<file path="config.mk">
export PLATFORM = sky130hd
export DESIGN_NAME = muldiv_ctrl_flat
export DESIGN_NICKNAME = d
export VERILOG_FILES = /design/src/rtl/muldiv_ctrl_pkg.sv /design/src/rtl/muldiv_ctrl_if.sv /design/src/rtl/muldiv_hilo.sv /design/src/rtl/muldiv_ctrl.sv /design/src/flat_wrapper.sv
export SDC_FILE = /design/constraint.sdc
export NUM_CORES = 1
export LEC_CHECK = 0
export ABC_AREA = 1
export CORE_UTILIZATION = 43
export DETAILED_ROUTE_END_ITERATION = 10
export GPL_TIMING_DRIVEN = 0
export PLACE_DENSITY = 0.81
export SKIP_LAST_GASP = 1
export SLEW_MARGIN = 20
export SYNTH_ARGS = -nofsm -noshare
export SYNTH_HDL_FRONTEND = slang
export SYNTH_SLANG_ARGS = --single-unit
</file>
<file path="constraint.sdc">
create_clock -name clk -period 2.4 [get_ports clk]
set_input_delay 0.24 -clock clk [delete_from_list [all_inputs] [get_ports clk]]
set_output_delay 0.24 -clock clk [all_outputs]
set_load 0.01 [all_outputs]
</file>
<file path="src/rtl/muldiv_ctrl_pkg.sv">
// Shared op codes, FSM state encodings and op-class helpers for the mul/div scheduler.
package muldiv_ctrl_pkg;

    localparam int unsigned XLEN = 32;

    typedef enum logic [2:0] {
        MDOP_NONE  = 3'd0,
        MDOP_MUL   = 3'd1,
        MDOP_MULTU = 3'd2,
        MDOP_DIV   = 3'd3,
        MDOP_DIVU  = 3'd4,
        MDOP_MTHI  = 3'd5,
        MDOP_MTLO  = 3'd6,
        MDOP_RSVD  = 3'd7
    } md_op_e;

    typedef enum logic [1:0] {
        MD_IDLE   = 2'd0,
        MD_LAUNCH = 2'd1,
        MD_RUN    = 2'd2,
        MD_WB     = 2'd3
    } md_state_e;

    function automatic logic op_is_mul(input md_op_e op);
        return (op == MDOP_MUL) || (op == MDOP_MULTU);
    endfunction

    function automatic logic op_is_div(input md_op_e op);
        return (op == MDOP_DIV) || (op == MDOP_DIVU);
    endfunction

endpackage

</file>
<file path="src/rtl/muldiv_ctrl_if.sv">
// Decode-side and unit-side signals of the mul/div scheduler; slave is the scheduler.
interface muldiv_ctrl_if;
    import muldiv_ctrl_pkg::*;

    logic            op_valid;
    md_op_e          op;
    logic [XLEN-1:0] rs_data;
    logic [XLEN-1:0] rt_data;
    logic            stall;
    logic [XLEN-1:0] hi;
    logic [XLEN-1:0] lo;
    logic [XLEN-1:0] res_lo;
    logic            res_valid;
    logic            dz;
    logic            tmo;

    logic              mul_start;
    logic              div_start;
    logic              u_signed;
    logic [XLEN-1:0]   u_a;
    logic [XLEN-1:0]   u_b;
    logic              mul_busy;
    logic [2*XLEN-1:0] mul_z;
    logic              div_busy;
    logic [XLEN-1:0]   div_q;
    logic [XLEN-1:0]   div_r;

    modport slave (
        input  op_valid, op, rs_data, rt_data,
        input  mul_busy, mul_z, div_busy, div_q, div_r,
        output stall, hi, lo, res_lo, res_valid, dz, tmo,
        output mul_start, div_start, u_signed, u_a, u_b
    );

    modport master (
        output op_valid, op, rs_data, rt_data,
        output mul_busy, mul_z, div_busy, div_q, div_r,
        input  stall, hi, lo, res_lo, res_valid, dz, tmo,
        input  mul_start, div_start, u_signed, u_a, u_b
    );

endinterface

</file>
<file path="src/rtl/muldiv_hilo.sv">
// HI/LO register pair: MTHI/MTLO writes from rs, captures from MULTU product or DIV/DIVU result.
module muldiv_hilo
    import muldiv_ctrl_pkg::*;
(
    input  logic              clk,
    input  logic              rst,
    input  logic              wr_hi,
    input  logic              wr_lo,
    input  logic              cap_mulu,
    input  logic              cap_div,
    input  logic [XLEN-1:0]   rs_data,
    input  logic [2*XLEN-1:0] mul_z,
    input  logic [XLEN-1:0]   div_q,
    input  logic [XLEN-1:0]   div_r,
    output logic [XLEN-1:0]   hi,
    output logic [XLEN-1:0]   lo
);

    // Writes from IDLE (MTxx) and RUN (capture) can never coincide.
    always_ff @(posedge clk) begin
        if (rst) begin
            hi <= '0;
            lo <= '0;
        end else begin
            if (wr_hi)         hi <= rs_data;
            else if (cap_mulu) hi <= mul_z[2*XLEN-1:XLEN];
            else if (cap_div)  hi <= div_r;

            if (wr_lo)         lo <= rs_data;
            else if (cap_mulu) lo <= mul_z[XLEN-1:0];
            else if (cap_div)  lo <= div_q;
        end
    end

endmodule

</file>
<file path="src/rtl/muldiv_ctrl.sv">
// Mul/div scheduler: launches the iterative units, stalls the PC until done, writes HI/LO or MUL result.
module muldiv_ctrl
    import muldiv_ctrl_pkg::*;
#(
    parameter int unsigned TIMEOUT_CYC = 64,
    parameter int unsigned CW          = 7
) (
    input logic          clk,
    input logic          rst,
    muldiv_ctrl_if.slave bus
);

    md_state_e       state_q;
    md_state_e       state_d;
    md_op_e          op_q;
    logic [CW-1:0]   cnt_q;
    logic [XLEN-1:0] hi_q;
    logic [XLEN-1:0] lo_q;

    logic idle_op_c;
    logic launch_c;
    logic dz_c;
    logic mthi_c;
    logic mtlo_c;
    logic busy_sel_c;
    logic done_c;
    logic tmo_c;

    assign idle_op_c  = (state_q == MD_IDLE) && bus.op_valid;
    assign launch_c   = idle_op_c && (op_is_mul(bus.op) || (op_is_div(bus.op) && (bus.rt_data != '0)));
    assign dz_c       = idle_op_c && op_is_div(bus.op) && (bus.rt_data == '0);
    assign mthi_c     = idle_op_c && (bus.op == MDOP_MTHI);
    assign mtlo_c     = idle_op_c && (bus.op == MDOP_MTLO);
    assign busy_sel_c = op_is_mul(op_q) ? bus.mul_busy : bus.div_busy;
    // The unit raises busy the cycle after start, so counter 0 cannot mean done.
    assign done_c     = (state_q == MD_RUN) && !busy_sel_c && (cnt_q != '0);
    assign tmo_c      = (state_q == MD_RUN) && !done_c && (cnt_q == CW'(TIMEOUT_CYC - 1));

    // Stall is combinational so the issuing cycle already holds the PC.
    assign bus.stall  = launch_c || (state_q == MD_LAUNCH) || (state_q == MD_RUN);

    always_comb begin
        state_d = state_q;
        unique case (state_q)
            MD_IDLE:   if (launch_c) state_d = MD_LAUNCH;
            MD_LAUNCH: state_d = MD_RUN;
            MD_RUN: begin
                if (done_c)     state_d = MD_WB;
                else if (tmo_c) state_d = MD_IDLE;
            end
            MD_WB:     state_d = MD_IDLE;
            default:   state_d = MD_IDLE;
        endcase
    end

    always_ff @(posedge clk) begin
        if (rst) begin
            state_q       <= MD_IDLE;
            op_q          <= MDOP_NONE;
            cnt_q         <= '0;
            bus.u_a       <= '0;
            bus.u_b       <= '0;
            bus.u_signed  <= 1'b0;
            bus.res_lo    <= '0;
            bus.res_valid <= 1'b0;
            bus.dz        <= 1'b0;
            bus.tmo       <= 1'b0;
            bus.mul_start <= 1'b0;
            bus.div_start <= 1'b0;
        end else begin
            state_q       <= state_d;
            bus.mul_start <= launch_c && op_is_mul(bus.op);
            bus.div_start <= launch_c && op_is_div(bus.op);
            bus.dz        <= dz_c;
            bus.tmo       <= tmo_c;
            bus.res_valid <= done_c && (op_q == MDOP_MUL);

            if (launch_c) begin
                bus.u_a      <= bus.rs_data;
                bus.u_b      <= bus.rt_data;
                bus.u_signed <= (bus.op == MDOP_MUL) || (bus.op == MDOP_DIV);
                op_q         <= bus.op;
            end

            if (state_q == MD_LAUNCH)  cnt_q <= '0;
            else if (state_q == MD_RUN) cnt_q <= cnt_q + CW'(1);

            if (done_c && (op_q == MDOP_MUL)) bus.res_lo <= bus.mul_z[XLEN-1:0];
        end
    end

    muldiv_hilo u_hilo (
        .clk      (clk),
        .rst      (rst),
        .wr_hi    (mthi_c),
        .wr_lo    (mtlo_c),
        .cap_mulu (done_c && (op_q == MDOP_MULTU)),
        .cap_div  (done_c && op_is_div(op_q)),
        .rs_data  (bus.rs_data),
        .mul_z    (bus.mul_z),
        .div_q    (bus.div_q),
        .div_r    (bus.div_r),
        .hi       (hi_q),
        .lo       (lo_q)
    );

    assign bus.hi = hi_q;
    assign bus.lo = lo_q;

endmodule

</file>
<file path="src/flat_wrapper.sv">
// flat-port wrapper written by rule: the top's interface ports become plain ports
module muldiv_ctrl_flat import muldiv_ctrl_pkg::*;
#(
    parameter int unsigned TIMEOUT_CYC = 64,
    parameter int unsigned CW          = 7
)
  (clk, rst, bus_op_valid, bus_op, bus_rs_data, bus_rt_data, bus_mul_busy, bus_mul_z, bus_div_busy, bus_div_q, bus_div_r, bus_stall, bus_hi, bus_lo, bus_res_lo, bus_res_valid, bus_dz, bus_tmo, bus_mul_start, bus_div_start, bus_u_signed, bus_u_a, bus_u_b);
  muldiv_ctrl_if bus_i ();
  input logic clk;
  input logic rst;
  input wire logic [$bits(bus_i.op_valid)-1:0] bus_op_valid;
  input wire logic [$bits(bus_i.op)-1:0] bus_op;
  input wire logic [$bits(bus_i.rs_data)-1:0] bus_rs_data;
  input wire logic [$bits(bus_i.rt_data)-1:0] bus_rt_data;
  input wire logic [$bits(bus_i.mul_busy)-1:0] bus_mul_busy;
  input wire logic [$bits(bus_i.mul_z)-1:0] bus_mul_z;
  input wire logic [$bits(bus_i.div_busy)-1:0] bus_div_busy;
  input wire logic [$bits(bus_i.div_q)-1:0] bus_div_q;
  input wire logic [$bits(bus_i.div_r)-1:0] bus_div_r;
  output wire logic [$bits(bus_i.stall)-1:0] bus_stall;
  output wire logic [$bits(bus_i.hi)-1:0] bus_hi;
  output wire logic [$bits(bus_i.lo)-1:0] bus_lo;
  output wire logic [$bits(bus_i.res_lo)-1:0] bus_res_lo;
  output wire logic [$bits(bus_i.res_valid)-1:0] bus_res_valid;
  output wire logic [$bits(bus_i.dz)-1:0] bus_dz;
  output wire logic [$bits(bus_i.tmo)-1:0] bus_tmo;
  output wire logic [$bits(bus_i.mul_start)-1:0] bus_mul_start;
  output wire logic [$bits(bus_i.div_start)-1:0] bus_div_start;
  output wire logic [$bits(bus_i.u_signed)-1:0] bus_u_signed;
  output wire logic [$bits(bus_i.u_a)-1:0] bus_u_a;
  output wire logic [$bits(bus_i.u_b)-1:0] bus_u_b;
  assign bus_i.op_valid = bus_op_valid;
  assign bus_i.op = bus_op;
  assign bus_i.rs_data = bus_rs_data;
  assign bus_i.rt_data = bus_rt_data;
  assign bus_i.mul_busy = bus_mul_busy;
  assign bus_i.mul_z = bus_mul_z;
  assign bus_i.div_busy = bus_div_busy;
  assign bus_i.div_q = bus_div_q;
  assign bus_i.div_r = bus_div_r;
  assign bus_stall = bus_i.stall;
  assign bus_hi = bus_i.hi;
  assign bus_lo = bus_i.lo;
  assign bus_res_lo = bus_i.res_lo;
  assign bus_res_valid = bus_i.res_valid;
  assign bus_dz = bus_i.dz;
  assign bus_tmo = bus_i.tmo;
  assign bus_mul_start = bus_i.mul_start;
  assign bus_div_start = bus_i.div_start;
  assign bus_u_signed = bus_i.u_signed;
  assign bus_u_a = bus_i.u_a;
  assign bus_u_b = bus_i.u_b;
  muldiv_ctrl #(.TIMEOUT_CYC(TIMEOUT_CYC), .CW(CW)) u_core (.clk(clk), .rst(rst), .bus(bus_i));
endmodule
</file>
== Word-level counts from Yosys, hierarchy flattened ==
Cells that the tools add are included.
Widths: inputs -> output; s select.

* Bits in registers: 178
* Logic and storage cells: 76

* Add/sub/neg operators: 1
* Equal/unequal tests: 16
* Muxes and demuxes: 11
* Reduce and logical (&&, ||, !) cells: 34

{| class="wikitable"
|+ Operators with widths
! cell !! number
|-
| $mux 32 || 6
|-
| $logic_not 32->1 || 1
|-
| $reduce_bool 32->1 || 1
|-
| $logic_and 1x1->1 || 16
|-
| $eq 3x2->1 const B || 4
|-
| $eq 3x3->1 const B || 4
|-
| $logic_or 1x1->1 || 8
|-
| $pmux 2 s4 || 1
|-
| $add 7x1->7 const B || 1
|-
| $eq 7x6->1 const B || 1
|-
| $reduce_bool 7->1 || 1
|-
| $eq 3x1->1 const B || 2
|-
| $mux 2 || 3
|-
| $reduce_bool 3->1 || 2
|-
| $eq 2x2->1 const B || 2
|-
| $ne 3x1->1 const B || 1
|-
| $eq 2x1->1 const B || 1
|-
| $logic_not 1->1 || 2
|-
| $logic_not 2->1 || 1
|-
| $ne 2x1->1 const B || 1
|-
| $reduce_and 2->1 || 1
|-
| $reduce_or 2->1 || 1
|-
| $mux 1 || 1
|}

== Longest topological paths before layout ==
* Depth after elaboration: 12
* Gate-level depth with buffers: 12
* Depth with buffers taken out: 11

== Cells and area by module ==
A second synthesis with hierarchy kept.

* Cells, all modules: 1354
* Area total of the unflattened synthesis: 8759.7 um^2

{| class="wikitable"
|+ Modules (own cells, without submodules)
! module !! instances !! cells an instance !! area each (um^2) !! seq. area each (um^2)
|-
| muldiv_ctrl || 1 || 575 || 4440.5 || 2282.2
|-
| muldiv_hilo || 1 || 779 || 4319.1 || 1281.2
|}

== Least setup slack after synthesis ==
Ideal clock, no wire load.

* Path type: reg-to-reg
* Start: reg u_core.cnt_q[0]
* End: reg u_core.u_hilo.hi[23]
* Setup time: 0.118 ns
* Arrival: 1.567 ns
* Data required time: 2.282 ns
* Slack: 0.715 ns
* Cell stages (with the launch flop): 11
* Buffers on the path: 2
* Period minus slack after synthesis: 1.685 ns
* Path through: dfxtp_1 -> inv_1 -> ha_1 -> nand4_1 -> nand2_1 -> nor2_4 -> nand2_2 -> buf_6 -> buf_2 -> a21oi_1 -> a21oi_1

* Longest elaborated chain between the ends: 5

{| class="wikitable"
|+ Ends and longest elaborated chain
! what !! line !! text
|-
| start, declared || muldiv_ctrl.sv:16 || <nowiki>logic [CW-1:0] cnt_q;</nowiki>
|-
| start signal, assigned || muldiv_ctrl.sv:86 || <nowiki>else if (state_q == MD_RUN) cnt_q <= cnt_q + CW'(1);</nowiki>
|-
| $reduce_bool 7->1 * || muldiv_ctrl.sv:36 || <nowiki>assign done_c = (state_q == MD_RUN) && !busy_sel_c && (cnt_q != '0);</nowiki>
|-
| $logic_and 1x1->1 * || muldiv_ctrl.sv:36 ||
|-
| $logic_and 1x1->1 || muldiv_ctrl.sv:97 || <nowiki>.cap_mulu (done_c && (op_q == MDOP_MULTU)),</nowiki>
|-
| $mux 32 || muldiv_hilo.sv:26 || <nowiki>else if (cap_mulu) hi <= mul_z[2*XLEN-1:XLEN];</nowiki>
|-
| $mux 32 || muldiv_hilo.sv:25 || <nowiki>if (wr_hi) hi <= rs_data;</nowiki>
|-
| end signal, assigned || muldiv_hilo.sv:25 ||
|-
| end signal, assigned || muldiv_hilo.sv:26 ||
|-
| end signal, assigned || muldiv_hilo.sv:27 || <nowiki>else if (cap_div) hi <= div_r;</nowiki>
|-
| end, declared || muldiv_hilo.sv:15 || <nowiki>output logic [XLEN-1:0] hi,</nowiki>
|}

Every way passes the cells marked *; elsewhere a longest branch is shown, timed or not.
A chain may end at the register's enable or synchronous reset.

== Final worst setup path ==
* Start: in bus_op[1]
* End: out bus_stall

* Longest elaborated chain between the ends: 7

{| class="wikitable"
|+ Ends and longest elaborated chain
! what !! line !! text
|-
| start, declared || flat_wrapper.sv:12 || <nowiki>input wire logic [$bits(bus_i.op)-1:0] bus_op;</nowiki>
|-
| $eq 3x2->1 or $eq 3x3->1 (tied branches) || muldiv_ctrl_pkg.sv:29 || <nowiki>return (op == MDOP_DIV) || (op == MDOP_DIVU);</nowiki>
|-
| $logic_or 1x1->1 || muldiv_ctrl_pkg.sv:29 ||
|-
| $logic_and 1x1->1 || muldiv_ctrl.sv:30 || <nowiki>assign launch_c = idle_op_c && (op_is_mul(bus.op) || (op_is_div(bus.op) && (bus.rt_data != '0)));</nowiki>
|-
| $logic_or 1x1->1 * || muldiv_ctrl.sv:30 ||
|-
| $logic_and 1x1->1 * || muldiv_ctrl.sv:30 ||
|-
| $logic_or 1x1->1 * (2 in series) || muldiv_ctrl.sv:40 || <nowiki>assign bus.stall = launch_c || (state_q == MD_LAUNCH) || (state_q == MD_RUN);</nowiki>
|-
| end, declared || flat_wrapper.sv:20 || <nowiki>output wire logic [$bits(bus_i.stall)-1:0] bus_stall;</nowiki>
|}

Marked as above.

==> impl_results.md <==
- Seq/Total Area, Yosys: 40.9%
- Synth warn: 0
- Worst skew pair latency: 0.44 ns
- Cells along the critical path: clkdlybuf4s50_1 > inv_1 > nand2_1 > a21oi_2 > o21ai_2 > nand2_2 > nand2_4 > nand3_1 > clkdlybuf4s50_1
- WP data required: 2.16 ns
- Crit Path Class: input port to output port
- Fmax achieved: 427 MHz
- Reg2Reg Depth: 9
- Root Buffer: clkbuf_16
- Residual DRC: 0
- CORE AREA: 19700 um^2
- Clock-pin slew on the worst setup and hold paths: 0.07 ns
- Final Setup Violations: 0
- Pins Over Slew Limit: 0
- Vias: 10431
- DP HPWL: 28.1 mm
- Post-synth top area cell: dfxtp_1
- DR iter-0 viols: 752
- Top post-synthesis cells by area: dfxtp_1 41%, a21oi_1 13%, nand3_1 13%, nand2_1 10%, inv_1 6.3%
- Initial Util: 44.4%
- Synthesized Nets: 1514
- Cell mode on critical path: clkdlybuf4s50_1
- Distinct cell type count after synthesis: 26
- PwrDens: 659 nW/um^2
- Reg-to-reg slack, setup: 0.20 ns
- Pin count of the biggest net entering global routing: 17
- EDFF count, synth: 0
- Die area: 20800 um^2
- Fin nets: 1901
- CTS Sinks: 178
- Initial antenna violation count: 1
- Final instance area: 13400 um^2
- Synthesized cell area: 8720 um^2
- CTS buffer count: 17
- Worst reg2reg startpoint: u_core.state_q[0]
- R2r endpoint: u_core.u_hilo.hi[15]
- First-pass GRT wire length: 52.5 mm
- Clk buf depth: 2
- Critical Path End: bus_stall
- Leak pwr: 5.63 nW
- Yosys top cell area share: 40.9%
- Least-Margin Pin Slew: 0.724 ns
- Via density: 5.27
- Maximum VDD drop: 482 uV
- Tmin final: 2.34 ns
- RSZ-0062 raised after global routing: true
- CTS tree: yes
- Remaining antenna violation count: 0
- Util after Layout: 67.9%
- CP arrival: 2.10 ns
- Most frequent cells in the layout: 366 x clkdlybuf4s50_1, 240 x nand2_1, 233 x a21oi_1, 222 x nand3_1, 178 x dfxtp_1
- Final GP Congestion: 0.906
- Setup crit end kind: output port
- PortBufs: 366
- FP Rows: 51
- Leading cell type in the layout, fill and taps excluded: clkdlybuf4s50_1
- Relative max-transition margin: 51.7%
- #FFs+latches synth: 178
- TritonRoute pass-1 iters: 5
- Synthesized instance count: 1312
- Final worst path period share: 97.5%
- FFs w/ async S/R, synth: 0%
- DR WL/cell: 18.1 um
- Max cap viols: 0
- Post-DP Area: 12700 um^2
- Vias in the first global route: 9662
- CP max FO: 5
- Avg Cell Area, Syn: 6.65 um^2
- Worst path max stage delay: 0.56 ns
- Global route overflow: 0
- H-Tree Depth: 4
- Clock skew: 0.0113 ns
- Status: finished clean
- Routed WL: 35.7 mm
- Die Height: 144 um
- Chip Width: 144 um
- Overall Global Routing Usage: 33.5%
- Worst Setup SP: bus_op[1]
- Critical Path Start Type: input port
- Area Overhead vs Synth: 53.2%
- Critical-path top delay cell: clkdlybuf4s50_1
- Worst hold-check path type: input port to register
- Ys flop type: dfxtp_1
- Final hold vios: 0
- Layout cell share with drive strength beyond 1: 4.67%
- I/O pin total: 367
==> how the worst min path moves through the flow <==
stage / start / to / slack, ns / cells after the start
finish: bus_mul_z[12] / u_core.bus.res_lo[12] / 0.41 / 3
floorplan: bus_div_r[0] / u_core.u_hilo.hi[0] / 0.38 / 2
CTS: bus_mul_z[12] / u_core.bus.res_lo[12] / 0.40 / 3
global placement: u_core.bus.u_b[0] / u_core.bus.u_b[0] / 0.45 / 2
detailed placement: u_core.bus.u_b[14] / u_core.bus.u_b[14] / 0.45 / 2
global route: bus_div_r[3] / u_core.u_hilo.hi[3] / 0.42 / 3
==> Yosys cell counts (2+ instances only) <==
| library cell | number |
|---|---|
| nand3b_1 | 47 |
| nand2_2 | 3 |
| inv_2 | 5 |
| dfxtp_1 | 178 |
| nor3_1 | 4 |
| nor2_4 | 2 |
| o21ai_1 | 7 |
| buf_6 | 2 |
| a21oi_1 | 234 |
| nor2_1 | 95 |
| inv_1 | 146 |
| clkbuf_1 | 62 |
| buf_2 | 25 |
| nand3_1 | 222 |
| or2_2 | 2 |
| buf_1 | 11 |
| nand4_1 | 4 |
| nand2_1 | 242 |
| o21ai_0 | 13 |
| ha_1 | 2 |
==> cell families (layout without fill, tap and decap cells) <==
group / Yosys count / after routing / synth area share (%)
simple gates: 624 / 624 / 32.6
compound gates: 256 / 256 / 14.8
buf+inv: 252 / 652 / 11.4
flops: 178 / 178 / 40.9
fa+ha+maj: 2 / 2 / 0.287
other cells: 0 / 1 / 0
==> final cells by class <==
type	instances	area (um^2)
Antenna cell	1	2.50
Buffer	100	425
Clock buffer	19	453
Clock inverter	13	149
Fill cell	1779	6300
Inverter	151	567
Multi-Input combinational cell	882	4180
Sequential cell	178	3560
Tap cell	265	332
Timing Repair Buffer	369	3690
==> routing by layer <==
layer	vias to the layer above	share of wire (%)	track usage [%]	wire length, um
met5	-	0	0	0
met2	493	48	57.3	17200
met4	0	3.2	14.6	1160
met3	79	9.2	7.45	3270
met1	4809	39	40.2	14100
li1	5050	-	-	-
==> power by group <==
| group | switching [mW] | total, mW | internal (mW) |
|---|---|---|---|
| registers | 0.145 | 3.36 | 3.22 |
| logic | 1.41 | 2.55 | 1.14 |
| clock network | 1.27 | 2.88 | 1.61 |
==> registers in the layout (all words and copies together), names as in the netlist <==
signal	cells
u_core.bus.div_start	1
u_core.bus.dz	1
u_core.bus.mul_start	1
u_core.bus.res_lo	32
u_core.bus.res_valid	1
u_core.bus.tmo	1
u_core.bus.u_a	32
u_core.bus.u_b	32
u_core.bus.u_signed	1
u_core.cnt_q	7
u_core.op_q	3
u_core.state_q	2
u_core.u_hilo.hi	32
u_core.u_hilo.lo	32
==> per-stage QoR <==
step	setup slack (ns)	cells	TNS, ns	hold WS, ns	total power [mW]
after detailed placement	-0.476	1943	-0.476	0.451	5.91
final	0.0590	1978	0	0.413	8.80
after global placement	-0.467	1943	-0.467	0.448	5.86
after CTS	0.0317	1975	0	0.403	8.78
after global routing	-0.0836	1978	-0.0836	0.418	9.17
after floorplan	0.715	1312	0	0.376	4.64
==> worst max-delay path: cells and delay by family <==
kind            cells  cell delay [ns]
compound gates      2             0.30
buf+inv             3             1.16
simple gates        4             0.41
==> timing repair <==
action                                  4_1_cts  5_1_grt
endpoints found under the setup margin        1       25
resized for setup                             4        4
hold buffers                                  0        0
buffers inserted                              1        2
pin swaps                                     1        1
Power figures use the tool's default switching activity.
